`config.mk`:
```
export PLATFORM = sky130hd
export DESIGN_NAME = irq_request_latch
export DESIGN_NICKNAME = d
export VERILOG_FILES = /design/src/rtl/irq_pkg.sv /design/src/rtl/irq_edge_detect.sv /design/src/rtl/irq_request_latch.sv
export SDC_FILE = /design/constraint.sdc
export NUM_CORES = 1
export LEC_CHECK = 0
export CAP_MARGIN = 10
export CORE_MARGIN = 1.5
export CORE_UTILIZATION = 45
export DETAILED_ROUTE_END_ITERATION = 7
export PLACE_DENSITY = 0.78
export SLEW_MARGIN = 20
export SYNTH_ARGS = -nofsm -noshare
export SYNTH_HDL_FRONTEND = slang
export SYNTH_SLANG_ARGS = --single-unit
```
`constraint.sdc`:
```
create_clock -name clk -period 2.4 [get_ports clk]
set_input_delay 0.24 -clock clk [delete_from_list [all_inputs] [get_ports clk]]
set_output_delay 0.24 -clock clk [all_outputs]
set_load 0.05 [all_outputs]
```
`src/rtl/irq_pkg.sv`:
```
// Shared constants and state encoding for the interrupt request latch.
package irq_pkg;

    localparam int unsigned N           = 8;
    localparam int unsigned IDX_W       = 3;
    localparam int unsigned HOLDOFF_DEF = 4;

    typedef enum logic [1:0] {
        IDLE = 2'd0,
        REQ  = 2'd1,
        HOLD = 2'd2
    } state_t;

endpackage

```
`src/rtl/irq_edge_detect.sv`:
```
// Per-line request qualification: rising-edge or level, selected by edge_mode.
module irq_edge_detect
    import irq_pkg::*;
(
    input  logic         clk,
    input  logic         rst,
    input  logic [N-1:0] irq_in,
    input  logic [N-1:0] edge_mode,
    output logic [N-1:0] set_vec_c
);

    logic [N-1:0] irq_q;

    // Clearing to 0 makes a line already high at reset release look like a fresh edge.
    always_ff @(posedge clk) begin
        if (rst) begin
            irq_q <= '0;
        end else begin
            irq_q <= irq_in;
        end
    end

    assign set_vec_c = (edge_mode & irq_in & ~irq_q) | (~edge_mode & irq_in);

endmodule

```
`src/rtl/irq_request_latch.sv`:
```
// Pending-bit latch with masked snapshot, ack handling and post-ack hold-off,
// feeding an 8-input priority encoder.
module irq_request_latch
    import irq_pkg::*;
#(
    parameter int unsigned HOLDOFF = HOLDOFF_DEF
) (
    input  logic             clk,
    input  logic             rst,
    input  logic [N-1:0]     irq_in,
    input  logic [N-1:0]     edge_mode,
    input  logic [N-1:0]     mask,
    input  logic             ack,
    input  logic [IDX_W-1:0] ack_idx,
    output logic [N-1:0]     req_vec,
    output logic             req_en,
    output logic             ack_err,
    output logic [N-1:0]     pending
);

    localparam int unsigned CNT_W = (HOLDOFF > 1) ? $clog2(HOLDOFF) : 1;

    state_t           state_q, state_d;
    logic [CNT_W-1:0] cnt_q, cnt_d;
    logic [N-1:0]     pending_q, pending_d;
    logic [N-1:0]     req_vec_q, req_vec_d;
    logic             req_en_q, req_en_d;
    logic             ack_err_q, ack_err_d;
    logic             ack_ok;
    logic [N-1:0]     set_vec_c;

    irq_edge_detect u_edge (
        .clk       (clk),
        .rst       (rst),
        .irq_in    (irq_in),
        .edge_mode (edge_mode),
        .set_vec_c (set_vec_c)
    );

    always_ff @(posedge clk) begin
        if (rst) begin
            state_q   <= IDLE;
            cnt_q     <= '0;
            pending_q <= '0;
            req_vec_q <= '0;
            req_en_q  <= 1'b0;
            ack_err_q <= 1'b0;
        end else begin
            state_q   <= state_d;
            cnt_q     <= cnt_d;
            pending_q <= pending_d;
            req_vec_q <= req_vec_d;
            req_en_q  <= req_en_d;
            ack_err_q <= ack_err_d;
        end
    end

    always_comb begin
        state_d   = state_q;
        cnt_d     = cnt_q;
        req_vec_d = req_vec_q;
        ack_err_d = 1'b0;
        ack_ok    = 1'b0;

        case (state_q)
            IDLE: begin
                req_vec_d = '0;
                if ((pending_q & mask) != '0) begin
                    req_vec_d = pending_q & mask;
                    state_d   = REQ;
                end
            end
            REQ: begin
                if (ack) begin
                    if (req_vec_q[ack_idx]) begin
                        ack_ok    = 1'b1;
                        req_vec_d = '0;
                        if (HOLDOFF == 0) begin
                            state_d = IDLE;
                        end else begin
                            cnt_d   = CNT_W'(HOLDOFF - 1);
                            state_d = HOLD;
                        end
                    end else begin
                        ack_err_d = 1'b1;
                    end
                end
            end
            HOLD: begin
                if (cnt_q == '0) begin
                    state_d = IDLE;
                end else begin
                    cnt_d = cnt_q - CNT_W'(1);
                end
            end
            default: begin
                state_d   = IDLE;
                req_vec_d = '0;
            end
        endcase

        // New requests in the same cycle override the clear of a serviced line.
        pending_d = pending_q;
        if (ack_ok) begin
            pending_d[ack_idx] = 1'b0;
        end
        pending_d = pending_d | set_vec_c;

        req_en_d = (state_d == REQ);
    end

    assign req_vec = req_vec_q;
    assign req_en  = req_en_q;
    assign ack_err = ack_err_q;
    assign pending = pending_q;

endmodule

```
==> results of run 1 <==
==> flip-flops by register name (all words and copies together) (netlist names) <==
register      cells
pending           8
req_vec           8
u_edge.irq_q      8
cnt_q             2
state_q           2
ack_err           1
req_en            1
==> cell usage after synthesis, types with 3 or more instances <==
library cell,n
clkbuf_1,3
nor2_1,6
nor2b_1,11
nand2_1,10
a32o_1,16
dfxtp_1,30
nand2b_1,3
o211ai_1,5
inv_1,4
o2111ai_1,3
mux2i_1,4
a31oi_1,4
==> worst max path at each step <==
stage	slack, ps	end	cells past startpoint	start
final	550	req_vec[1]	5	ack_idx[0]
after global placement	340	req_vec[5]	5	ack_idx[0]
after global routing	430	req_vec[5]	5	ack_idx[0]
after detailed placement	220	req_vec[1]	5	ack_idx[0]
after floorplan	700	pending[1]	5	req_vec[3]
after CTS	550	req_vec[1]	5	ack_idx[0]
==> kinds of logic after synthesis <==
logic type	share of synthesized area (%)
compound gates	28.9
simple gates	15.0
flops	47.0
buf+inv	4.31
mux	3.13
xor+xnor	0.686
fa+ha+maj	0.979
==> per-layer routing <==
metal	vias to the layer above	track usage, %
met5	-	0
met4	0	8.16
met3	7	5.76
met2	37	34.8
met1	533	26.4
li1	576	-
==> final cells by class <==
| class | instances | area share (%) |
|---|---|---|
| Multi-Input combinational cell | 83 | 34.3 |
| Sequential cell | 30 | 33.1 |
| Inverter | 4 | 0.828 |
| Clock buffer | 7 | 2.48 |
| Tap cell | 31 | 2.14 |
| Timing Repair Buffer | 50 | 27.2 |
==> metrics by stage <==
| stage | cells | util [%] | setup WS (ps) | instance area [um2] | hold WS (ps) |
|---|---|---|---|---|---|
| 2_1_floorplan | 124 | - | 699 | 1280 | 323 |
| 4_1_cts | 205 | 66.4 | 551 | 1810 | 473 |
| 3_5_place_dp | 198 | 64.7 | 217 | 1770 | 471 |
| 6_report | 205 | 66.4 | 553 | 1810 | 479 |
| 5_1_grt | 205 | 66.4 | 427 | 1810 | 488 |
| 3_3_place_gp | 198 | 64.7 | 342 | 1770 | 451 |
==> power by group <==
part	switching (mW)	internal, mW	total [mW]	leakage, nW
clock	0.160	0.110	0.270	0.0254
combinational	0.156	0.127	0.283	0.371
sequential	0.0289	0.532	0.561	0.248
==> placed cells by master, fill, tap and decap left out, types with 2 or more instances in the layout <==
cell | synthesis | routed
or2_1 | 2 | 2
o211ai_1 | 5 | 5
inv_1 | 4 | 4
mux2i_1 | 4 | 4
a32o_1 | 16 | 16
buf_4 | 1 | 3
clkdlybuf4s50_1 | 0 | 47
clkbuf_1 | 3 | 2
a21oi_1 | 2 | 2
o21ai_1 | 2 | 2
a31oi_1 | 4 | 4
nand2b_1 | 3 | 3
nor2b_1 | 11 | 11
nand2_1 | 10 | 10
o2111ai_1 | 3 | 3
clkbuf_4 | 0 | 5
o22ai_2 | 2 | 2
o21ai_0 | 2 | 2
nor2_1 | 6 | 6
dfxtp_1 | 30 | 30
==> impl_results.md, run 1 <==
- Max clock buf depth: 2
- EDFF count, synth: 0
- Detail Route Antenna Nets: 0
- H-Tree Depth: 2
- Aggregate global routing overflow: 0
- Cts bufs inserted: 5
- Slew headroom: 44.1%
- Layout Skew: around 7.5 ps
- Reg-to-reg critical path endpoint: pending[1]
- Antenna violations before repair: 0
- Critical Path End Type: flop
- Number of core rows: 19
- Total power draw: between 1 and 1.5 mW
- Number of diodes: 0
- Hold WC Path Type: in2reg
- Port bufs: 47
- Actual slew at the worst max-slew pin: 831 ps
- Die Wd: 56.3 um
- R2r setup slk: ~690 ps
- # DRC: 0
- Syn_area_per_cell: 10.3 um2
- Nets: between 200 and 250
- Global-route wire length before repair: slightly above 5 mm
- Clock-pin slew on the worst setup and hold paths: approximately 90 ps
- Top Ports: between 40 and 50
- # Post-CTS Setup Buffers: 0
- Peak VDD IR: ~600 uV
- Area Growth Syn to Fin: 42.0%
- HPWL Detailed: about 2.5 mm
- Worst Path Buf+Inv: 1
- Status: complete, no violations
- Top_reg_cell synth: dfxtp_1
- DIE HEIGHT: approximately 56 um
- Pwr per Cell Area: slightly above 600 mW/mm2
- Clock root buffer: clkbuf_4
- Worst Hold Launch: irq_in[7]
- Hold Path Cell Cnt: 2
- Starting Density: a little under half
- Met1 wire length: 1.40 mm
- CTS Hold Buffers Added: 0
- WL final: 3.17 mm
- Setup-failing EPs final: 0
- Slowest CP cell: clkdlybuf4s50_1
- Hold Crit Endpoint: u_edge.irq_q[7]
- Vias in the first global route: 1122
- First-pass detailed-route iteration total: 4
- Largest net degree at the start of global routing: 12
- Cells after synthesis: ~120
- Core region area: roughly 0.0027 mm2
- Fin. Hold Viols: 0
- Post-layout min period: between 1500 and 2000 ps
- Family with the most delay on the worst path: compound AO/OA/AOI/OAI gates
- WS Path Type: in2reg
- Top post-synthesis cells by area: dfxtp_1 47%, a32o_1 13%, nor2b_1 5.4%
- Drt wl/cell: around 15 um
- Path depth of the worst reg2reg path: 4
- Clk_lat worst skew: between 300 and 400 ps
- Seq/Total Area, Yosys: 47.0%
- Post-CTS resize count: 0
- WL met3: 211 um
- Die area: ~0.0032 mm2
- Area leader, netlist: dfxtp_1
- CP arrival: between 2000 and 2500 ps
- Fmax: 541 MHz
- Fin crit share: between 70% and 80%
- Yosys top cell area share: between 40% and 50%
- Sink Count: 30
- YS warnings: 0
- Leakage: around 0.64 nW
- Post-synthesis instance area: approximately 0.0013 mm2
- CTS tree: yes
- Reg area: 601 um2
- Proportion of layout cells with a drive suffix above 1: under 10%
- Critical path, cell by cell: clkdlybuf4s50_1 > mux2i_1 > o22ai_2 > o41ai_4 > a32o_1
- Register bit total from synthesis: 30
- Gr usage total: a little over a fifth
- Uppermost layer routed: met4
- Req. time, crit path: 2670 ps
- FILL cells: approximately 240
- Post-synth ARST share: 0%
- DR vias/cell: ~5.6
- RR Startpoint: state_q[0]
- CP Launch Type: primary input
- Wire length on met2: about 1.5 mm
- Fin. max-slew vios: 0
- RSZ-0062 raised after global routing: false
- Initial drt markers: 38
- Final setup TNS: 0 ps
- Max stage delay on crit path: 640 ps
- Vias: roughly 1200
- Placer Congestion: between 0.8 and 0.9
- Synthesized Nets: ~160
- Max-cap violation count: 0
- Multi-input logic area: between 600 and 700 um2
- Synth unique cells: 31
- Crit-path max FO: 11
(Power assumes the default switching activity.)
==> run 2, diff against run 1 <==
--- a/config.mk
+++ b/config.mk
@@ -7,9 +7,9 @@
 export LEC_CHECK = 0
 export CAP_MARGIN = 10
 export CORE_MARGIN = 1.5
-export CORE_UTILIZATION = 45
+export CORE_UTILIZATION = 39
 export DETAILED_ROUTE_END_ITERATION = 7
-export PLACE_DENSITY = 0.78
+export PLACE_DENSITY = 0.72
 export SLEW_MARGIN = 20
 export SYNTH_ARGS = -nofsm -noshare
 export SYNTH_HDL_FRONTEND = slang
==> constraint.sdc (replaced) <==
create_clock -name clk -period 1.65 [get_ports clk]
set_input_delay 0.165 -clock clk [delete_from_list [all_inputs] [get_ports clk]]
set_output_delay 0.165 -clock clk [all_outputs]
set_load 0.05 [all_outputs]
==> run 2 against run 1 <==
Clock skew is 11 ps higher. Worst setup slack worse by 490 ps. Clock power is 71% higher. Non-clock buffer count is 8 higher. Routed wire length is 5.3% higher. Register-to-register slack worse by 550 ps. Utilization is 5.2 points lower. Via count is 4.4% higher. Critical path depth is 2 higher. First-iteration DRC count is 7.9% lower. Combinational power is 47% higher. Die area is 15% higher. Critical path type unchanged. Critical endpoint is now pending[5]. Largest cell class unchanged. Largest power group unchanged.
==> impl_results.md, run 2 (synthesis gave the netlist of run 1 again) <==
- Number of core rows: 20
- Leakage: about 0.75 nW
- Global-route wire length before repair: 5.31 mm
- Pwr per Cell Area: 901 mW/mm2
- Die area: 0.00363 mm2
- Fin crit share: 95.9%
- Fin util: about three fifths
- Clock-pin slew on the worst setup and hold paths: ~100 ps
- WS Path Type: in2reg
- CP arrival: 1830 ps
- Pre-CTS setup slack: -443 ps
- Proportion of layout cells with a drive suffix above 1: roughly a fifth
- Setup-failing EPs final: 0
- Max-cap violation count: 0
- Sink Count: 30
- DR vias/cell: 5.30
- Initial drt markers: 35
- CP Launch Type: primary input
- DIE HEIGHT: 60.2 um
- Area Growth Syn to Fin: 47.4%
- Worst Setup SP: ack_idx[1]
- Layout Skew: about 19 ps
- Die Wd: around 60 um
- Total power draw: 1.70 mW
- Placer Congestion: 0.840
- Worst Hold Launch: irq_in[5]
- Final setup TNS: 0 ps
- WL final: 3.34 mm
- Reg-to-reg critical path endpoint: req_vec[3]
- Number of diodes: 0
- Port bufs: 47
- Fmax: between 600 and 700 MHz
- Final WS setup: just under 70 ps
- Antenna violations before repair: 0
- RSZ-0062 raised after global routing: false
- Path depth of the worst reg2reg path: 5
- Max clock buf depth: 2
- CTS tree: yes
- Actual slew at the worst max-slew pin: 865 ps
- Crit-path max FO: 10
- Drt wl/cell: 14.7 um
- H-Tree Depth: 2
- Critical Path End: pending[5]
- Clock root buffer: clkbuf_4
- Peak VDD IR: about 430 uV
- Placed cells: between 200 and 250
- Top Ports: between 40 and 50
- Largest net degree at the start of global routing: 11
- Post-layout min period: 1580 ps
- Critical Path End Type: flop
- Gr usage total: roughly 20%
- Hold WC Path Type: in2reg
- Vias: around 1200
- Core region area: 0.00308 mm2
- Most common cell after layout, fill and taps aside: clkdlybuf4s50_1
- Cts bufs inserted: 5
- R2r setup slk: between 100 and 150 ps
- Fin. Hold Viols: 0
- Detail Route Antenna Nets: 0
- Vias in the first global route: 1131
- Final Instance Count excl. Fillers: 227
- Clk_lat worst skew: 340 ps
- Req. time, crit path: between 1500 and 2000 ps
- First-pass detailed-route iteration total: 4
- Most frequent cells in the layout: 27 x clkdlybuf4s50_1, 25 x dfxtp_1, 23 x buf_4
- HPWL Detailed: ~2.5 mm
- RR Startpoint: req_vec[3]
- # DRC: 0
- Fin. max-slew vios: 0
- Aggregate global routing overflow: 0
- Slew headroom: between 40% and 50%
- Starting Density: between 40% and 50%
- Status: complete, no violations
- Nets: 213
==> run 2: cell types whose count changed in the layout (fill, tap and decap cells not counted), sizes merged <==
cell           change
clkdlybuf4s50     -20
clkinv             +1
dlymetal6s2s       +1
dlygate4sd2        +7
buf               +20
==> run 2: area by class of cell <==
cell class / count / area [um2]
Sequential cell: 30 / 607
Tap cell: 44 / 55.1
Clock inverter: 1 / 5.00
Timing Repair Buffer: 58 / 517
Clock buffer: 7 / 55.1
Inverter: 4 / 15.0
Fill cell: 296 / 1190
Multi-Input combinational cell: 83 / 629
==> run 2: power breakdown <==
group	internal [mW]	switching [mW]	leakage [nW]
clock network	0.206	0.257	0.0353
registers	0.775	0.0416	0.251
logic	0.183	0.234	0.463
total	1.16	0.533	0.749
==> run 2: worst min path at each step <==
stage,end,cells past startpoint
2_1_floorplan,u_edge.irq_q[7],1
3_5_place_dp,req_vec[5],1
6_report,u_edge.irq_q[5],2
5_1_grt,u_edge.irq_q[4],2
4_1_cts,u_edge.irq_q[3],2
3_3_place_gp,cnt_q[1],2
==> run 2: timing repair <==
action,in CTS,in global routing
gates resized for setup,7,2
endpoints found under the setup margin,15,22
hold buffers,0,0
buffers inserted,1,0
pin swaps,1,1
==> run 2: stage by stage <==
step / instance area (um2) / hold WS (ps)
after floorplan: 1280 / 248
after global placement: 1810 / 452
after detailed placement: 1810 / 467
after CTS: 1870 / 382
after global routing: 1880 / 378
final: 1880 / 384
==> run 2: metal layers <==
layer / up-vias / GRT usage, % / share of wire, %
li1: 595 / - / -
met3: 9 / 8.44 / 8.0
met4: 0 / 7.30 / 1.6
met2: 41 / 33.9 / 48
met5: - / 0 / 0
met1: 559 / 23.5 / 42
==> run 2: critical path: stages <==
cell	delay, ps
clkdlybuf4s50_1	570
buf_4	150
nand2_1	70
o22ai_2	210
buf_4	210
o2111ai_1	180
a32o_1	290
